**src/rtl/rgb2gray_pkg.sv**
```systemverilog
// Shared constants and state encoding for the RGB-to-luma preprocessing stage.
package rgb2gray_pkg;

  localparam logic [7:0] COEF_R = 8'd77;
  localparam logic [7:0] COEF_G = 8'd150;
  localparam logic [7:0] COEF_B = 8'd29;
  localparam int         SHIFT  = 8;

  localparam int PIPE_LAT    = 4;
  localparam int BYTE_STRIDE = 4;

  typedef enum logic [1:0] {
    IDLE  = 2'd0,
    RUN   = 2'd1,
    DRAIN = 2'd2,
    DONE  = 2'd3
  } state_t;

endpackage

```
**src/rtl/rgb2gray_gray_mac.sv**
```systemverilog
// Two-stage luma datapath: registered weighted products, then sum/shift/saturate.
// Defining GRAY_ROUND_EN adds a half-LSB bias before the shift (round-to-nearest).
module gray_mac
  import rgb2gray_pkg::*;
(
  input  logic        clk,
  input  logic        rst,
  input  logic        in_valid,
  input  logic [23:0] rgb,
  output logic        mid_valid,
  output logic        out_valid,
  output logic [7:0]  y
);

  logic [15:0] prod_r;
  logic [15:0] prod_g;
  logic [15:0] prod_b;
  logic [16:0] sum;
  logic [8:0]  y_wide;

  always_ff @(posedge clk or posedge rst) begin
    if (rst) begin
      mid_valid <= 1'b0;
      prod_r    <= '0;
      prod_g    <= '0;
      prod_b    <= '0;
    end else begin
      mid_valid <= in_valid;
      prod_r    <= in_valid ? 16'(COEF_R) * 16'(rgb[23:16]) : 16'd0;
      prod_g    <= in_valid ? 16'(COEF_G) * 16'(rgb[15:8])  : 16'd0;
      prod_b    <= in_valid ? 16'(COEF_B) * 16'(rgb[7:0])   : 16'd0;
    end
  end

  // One spare sum bit keeps the saturation test meaningful if coefficients change.
  always_comb begin
    sum = {1'b0, prod_r} + {1'b0, prod_g} + {1'b0, prod_b};
`ifdef GRAY_ROUND_EN
    sum = sum + 17'(1 << (SHIFT - 1));
`endif
    y_wide = sum[SHIFT +: 9];
  end

  always_ff @(posedge clk or posedge rst) begin
    if (rst) begin
      out_valid <= 1'b0;
      y         <= 8'd0;
    end else begin
      out_valid <= mid_valid;
      y         <= mid_valid ? (y_wide[8] ? 8'hFF : y_wide[7:0]) : 8'd0;
    end
  end

endmodule

```
**src/rtl/rgb2gray.sv**
```systemverilog
// Streams an RGB frame from BRAM, converts each pixel to luma and writes it to the gray BRAM.
// Optional GRAY_ROUND_EN (see gray_mac) selects rounding instead of truncation.
module rgb2gray
  import rgb2gray_pkg::*;
#(
  parameter int IMG_WIDTH  = 256,
  parameter int IMG_HEIGHT = 256
) (
  input  logic        clk,
  input  logic        rst,
  input  logic        start,
  output logic        done,
  output logic [31:0] src_addr,
  input  logic [31:0] src_dout,
  output logic        src_en,
  output logic [31:0] dst_addr,
  output logic [31:0] dst_din,
  output logic [3:0]  dst_we
);

  localparam int N_PIX  = IMG_WIDTH * IMG_HEIGHT;
  localparam int IDX_W  = (N_PIX > 1) ? $clog2(N_PIX) : 1;
  localparam int DCNT_W = $clog2(PIPE_LAT);
  localparam logic [IDX_W-1:0]  LAST_IDX   = IDX_W'(N_PIX - 1);
  localparam logic [DCNT_W-1:0] DRAIN_LAST = DCNT_W'(PIPE_LAT - 1);

  state_t state;
  state_t state_next;

  logic [IDX_W-1:0]  rd_idx;
  logic [IDX_W-1:0]  wr_idx;
  logic [DCNT_W-1:0] drain_cnt;
  logic              rd_valid;
  logic              mid_valid;
  logic              mac_valid;
  logic [7:0]        mac_y;
  logic              unused_alpha;

  assign unused_alpha = ^src_dout[31:24];

  always_ff @(posedge clk or posedge rst) begin
    if (rst) state <= IDLE;
    else     state <= state_next;
  end

  always_comb begin
    state_next = state;
    case (state)
      IDLE:    if (start) state_next = RUN;
      RUN:     if (rd_idx == LAST_IDX) state_next = DRAIN;
      DRAIN:   if (drain_cnt == DRAIN_LAST) state_next = DONE;
      DONE:    if (!start) state_next = IDLE;
      default: state_next = IDLE;
    endcase
  end

  assign done = (state == DONE);

  // Read side: address and enable are registered, so index k is on the bus one cycle after issue.
  always_ff @(posedge clk or posedge rst) begin
    if (rst) begin
      src_en   <= 1'b0;
      src_addr <= 32'd0;
      rd_idx   <= '0;
      rd_valid <= 1'b0;
    end else begin
      rd_valid <= src_en;
      if (state == RUN) begin
        src_en   <= 1'b1;
        src_addr <= 32'(rd_idx) * 32'(BYTE_STRIDE);
        if (rd_idx != LAST_IDX) rd_idx <= rd_idx + 1'b1;
      end else begin
        src_en   <= 1'b0;
        src_addr <= 32'd0;
        rd_idx   <= '0;
      end
    end
  end

  // Counts the pipeline flush so DONE lands right after the last write.
  always_ff @(posedge clk or posedge rst) begin
    if (rst)                 drain_cnt <= '0;
    else if (state == DRAIN) drain_cnt <= drain_cnt + 1'b1;
    else                     drain_cnt <= '0;
  end

  gray_mac u_mac (
    .clk       (clk),
    .rst       (rst),
    .in_valid  (rd_valid),
    .rgb       (src_dout[23:0]),
    .mid_valid (mid_valid),
    .out_valid (mac_valid),
    .y         (mac_y)
  );

  // Pixels retire in issue order, so a separate write counter stays aligned with the data.
  always_ff @(posedge clk or posedge rst) begin
    if (rst) begin
      wr_idx   <= '0;
      dst_addr <= 32'd0;
    end else if (state == IDLE) begin
      wr_idx <= '0;
    end else if (mid_valid) begin
      dst_addr <= 32'(wr_idx) * 32'(BYTE_STRIDE);
      if (wr_idx != LAST_IDX) wr_idx <= wr_idx + 1'b1;
    end
  end

  assign dst_we  = {4{mac_valid}};
  assign dst_din = {24'd0, mac_y};

endmodule
```
**config.mk**
```make
export PLATFORM = sky130hd
export DESIGN_NAME = rgb2gray
export DESIGN_NICKNAME = d
export VERILOG_FILES = /design/src/rtl/rgb2gray_pkg.sv /design/src/rtl/rgb2gray_gray_mac.sv /design/src/rtl/rgb2gray.sv
export SDC_FILE = /design/constraint.sdc
export NUM_CORES = 1
export LEC_CHECK = 0
export BUFFER_PORTS_ARGS = -buffer_cell sky130_fd_sc_hd__clkbuf_2
export CELL_PAD_IN_SITES_DETAIL_PLACEMENT = 1
export CELL_PAD_IN_SITES_GLOBAL_PLACEMENT = 1
export CORE_MARGIN = 8
export CORE_UTILIZATION = 40
export CTS_CLUSTER_DIAMETER = 120
export DETAILED_ROUTE_END_ITERATION = 6
export PLACE_DENSITY_LB_ADDON = 0.12
export SKIP_CTS_REPAIR_TIMING = 1
export SLEW_MARGIN = 30
export SYNTH_ARGS = -nofsm -noshare
export SYNTH_HDL_FRONTEND = slang
export SYNTH_SLANG_ARGS = --single-unit
```
**constraint.sdc**
```tcl
create_clock -name clk -period 4.06 [get_ports clk]
set_clock_uncertainty 0.05 [all_clocks]
set_input_delay 0 -clock clk [delete_from_list [all_inputs] [get_ports clk]]
set_output_delay 0 -clock clk [all_outputs]
set_load 0.1 [all_outputs]
```
==> summary.md <==
| Metric | Value |
|---|---|
| Drt drc | `0` |
| Routed vias/inst | `4.868` |
| Status | `complete, but fails checks` |
| Drt pass-1 iters | `4` |
| CP Class | `in2reg` |
| Clock buffer depth | `2` |
| Area leader, netlist | `dfrtp_1` |
| HP Class | `in2reg` |
| Cell row count | `53` |
| Worst setup EP type | `register` |
| Initial Util | `around two fifths` |
| Mapped Avg Cell Area | `~11 µm²` |
| Final core utilization | `between 40 and 50%` |
| Clock Sinks | `around 120` |
| Endpoints failing setup | `0` |
| Synth warn | `0` |
| Slowest CP cell | `a2111oi_0` |
| Seq pwr share | `between 20% and 30%` |
| Pwr dens | `604.2 nW/µm²` |
| Final period utilization | `a little over four fifths` |
| Largest net degree at the start of global routing | `55` |
| Highest clock rate | `292.8 MHz` |
| # diodes | `0` |
| Failing checks | `hold timing` |
| Critical Path Source Type | `primary input` |
| Die footprint | `26,380 µm²` |
| Post-Syn Area | `8577 µm²` |
| Sequential area share after synthesis | `35.89%` |
| Critical-path cell list | `dlygate4sd3_1, clkbuf_2, ha_1, inv_1, fa_1, fa_1, inv_1, ha_1, o21a_1, a2111oi_0, o31ai_1, xnor2_1, nor2_1` |
| Yosys cell types | `61` |
| Share of cells above drive strength 1 | `about 16%` |
| CP delay by family, top | `adder cells` |
| Register area | `3078 µm²` |
| Switching part of the total power | `44.25%` |
| I/O pin total | `around 140` |
| Detailed-route wire length per cell | `15.88 µm` |
| Gpl congestion | `a little under 0.8` |
| Footprint of the multi-input gates | `4917 µm²` |
| Area Growth Syn to Fin | `12.94%` |
| Share of the synthesized area in the top cell type | `a little over a third` |
| Internal power | `roughly 3300 µW` |
| Die height | `roughly 160 µm` |
| First-pass GRT wire length | `31,810 µm` |
| Die Span X | `between 150 and 200 µm` |
| Leakage power | `approximately 0.005 µW` |
| WP buf/inv | `4` |
| Final period demand of the worst path | `3.415 ns` |
| Layout fillers | `roughly 2,300` |
| Routed Antenna Nets | `0` |
| Nets | `1,079` |
| DRC marker count from the first detailed-route iteration | `98` |
| WL final | `18,630 µm` |
| Setup_tns | `0 ns` |
| Number of enable flip-flop cells after synthesis | `0` |
| Async S/R FF share, synth | `between 90% and 100%` |
| Vias | `5,710` |
| DP HPWL | `14,750 µm` |
| Worst VDD drop | `about 0.38 mV` |
| Worst-path clk slew | `0.06 ns` |
| Slew margin rel. | `51.40%` |
| Share of total power in the clock network | `25.8%` |
| IO buf count | `72` |
| Core area | `21,020 µm²` |
| Max cap viols | `0` |
| Number of synthesized register bits | `123` |
| CTS root buf | `clkbuf_16` |
| Initial antenna violation count | `0` |
| Worst Tran Pin Value | `between 0.7 and 0.8 ns` |
| Slowest cell delay on critical path | `0.62 ns` |
| NetSw | `2590 µW` |
| Number of global-route vias before repair | `6,463` |
| Remaining global-route overflow | `0` |
| Pwr Total | `5853 µW` |
| CTS tree | `yes` |
| Slew Limit Fails | `0` |
| Synth Flop Type | `dfrtp_1` |
| Inserted Clock Buffers | `17` |
| Syn Inst Count | `about 800` |
| H-tree depth | `4` |
| Comb pwr share | `46.4%` |
| Worst-path fanout max | `4` |
| Top cells by area, synth | `dfrtp_1 36%, ha_1 18%, fa_1 8.9%` |
| RSZ-0062 raised after global routing | `false` |
| Worst Path Arrival | `3.64 ns` |
| Final Hold Vio Count | `1` |
| Smallest hold slack | `-0.004513 ns` |
| Clock Latency Late Sink | `0.42 ns` |
| GRT Total Usage | `14.79%` |
| Critical Path RT | `4.29 ns` |
-- power groups by stage --
stage | Sequential [µW] | Combinational (µW) | Clock (µW)
floorplan | 1850 | 2000 | 0
global placement | 1650 | 2650 | 0
detailed placement | 1650 | 2730 | 0
CTS | 1630 | 2760 | 1550
global route | 1660 | 3040 | 1590
finish | 1630 | 2720 | 1510
-- sequential cells by signal, indices dropped and copies added (netlist names) --
signal           flops
u_mac.prod_g        15
state                2
drain_cnt            2
u_mac.prod_b        13
u_mac.mid_valid      1
u_mac.y              8
rd_idx              16
rd_valid             1
u_mac.prod_r        15
wr_idx              16
u_mac.out_valid      1
src_addr            16
src_en               1
dst_addr            16
-- synthesized netlist by cell type, types with 2 or more instances --
master    number
xor2_1        26
nand2_1       16
mux2_2        16
clkbuf_1      11
buf_2          2
a31oi_1        4
nand2b_1       4
nand4_2        3
buf_4         60
ha_1         121
nand3_1       14
dfrtp_1      123
nor2_1        65
or3_1          5
nor3_1        12
a21oi_1       28
nor3b_1        3
o21ai_0       22
o31a_1         4
o21ai_1        2
and2_1        35
a21boi_0       2
a211oi_1       6
a41o_1         2
and3_1         8
inv_1         74
and4_1         4
nand4_1        9
fa_1          38
mux2i_1        5
o21bai_1       4
xnor2_1       23
nor2b_1        4
o21a_1         8
a21o_1        12
-- logic make-up after synthesis --
logic type,count (synthesis),share of synthesized area (%)
fa+ha+maj,159,26.52
flops,123,35.89
buf+inv,149,9.190
simple gates,188,11.67
mux,21,2.684
other cells,1,0.04372
compound gates,111,9.001
xor+xnor,49,5.004
-- worst reg2reg max path, stage by stage (launching register included) --
cell,delay [ns]
dfrtp_1,0.39
fa_1,0.48
ha_1,0.30
a41o_1,0.23
a2111oi_4,0.42
o21ai_2,0.16
a31oi_1,0.19
o21bai_1,0.18
o21a_1,0.23
-- cells in the final DEF, fill, tap and decap left out, types with 23 or more instances in the layout --
| master | Yosys | routed |
|---|---|---|
| xnor2_1 | 23 | 23 |
| fa_1 | 38 | 38 |
| conb_1 | 1 | 56 |
| and2_1 | 35 | 35 |
| xor2_1 | 26 | 26 |
| inv_1 | 74 | 73 |
| clkbuf_2 | 1 | 72 |
| ha_1 | 121 | 121 |
| dfrtp_1 | 123 | 123 |
| nor2_1 | 65 | 65 |
| a21oi_1 | 28 | 28 |
-- worst paths after layout --
| check | endpoint | slack (ns) | from | depth (start not counted) |
|---|---|---|---|---|
| max reg2reg | u_mac.y[0]$_DFF_PP0_ | 1.31 | u_mac.prod_b[2]$_DFF_PP0_ | 8 |
| min in group asynchronous | src_addr[12]$_DFF_PP0_ | 0.19 | rst | 3 |
| min reg2reg | rd_valid$_DFF_PP0_ | 0.38 | src_en$_DFF_PP0_ | 0 |
| min | u_mac.prod_g[2]$_DFF_PP0_ | -0.005 | src_dout[9] | 3 |
| max in group asynchronous | u_mac.prod_r[7]$_DFF_PP0_ | 2.84 | rst | 4 |
| max | u_mac.prod_r[13]$_DFF_PP0_ | 0.65 | src_dout[17] | 13 |
-- through the flow --
step / hold WS (ns) / cells / setup WS [ns] / cell area, µm²
finish: -0.004513 / 1173 / 0.6450 / 9687
global route: 0.006463 / 1173 / 0.3431 / 9687
CTS: -0.3600 / 1165 / 0.8942 / 9607
detailed placement: 0.09311 / 1133 / 0.4607 / 9014
global placement: 0.08194 / 1133 / 0.4473 / 9014
floorplan: 0.08418 / 856 / 0.7391 / 8783
-- layer usage --
metal | track usage [%] | routed length (µm) | vias to the layer above | part of all wire, %
met5 | 0 | 0 | - | 0
met4 | 5.051 | 281 | 0 | 1.5
met3 | 3.084 | 639 | 22 | 3.4
met2 | 25.85 | 9414 | 95 | 51
met1 | 17.74 | 8294 | 2825 | 45
li1 | - | - | 2768 | -
-- area by class of cell --
type / count / area share (%)
clock buffers: 19 / 4.676
clock inverters: 13 / 1.447
inverters: 75 / 2.932
multi-input cells: 584 / 50.76
flip-flops and latches: 123 / 31.77
well taps: 275 / 3.552
repair buffers: 84 / 4.857
Note: power is estimated with default switching activity, not from simulation.
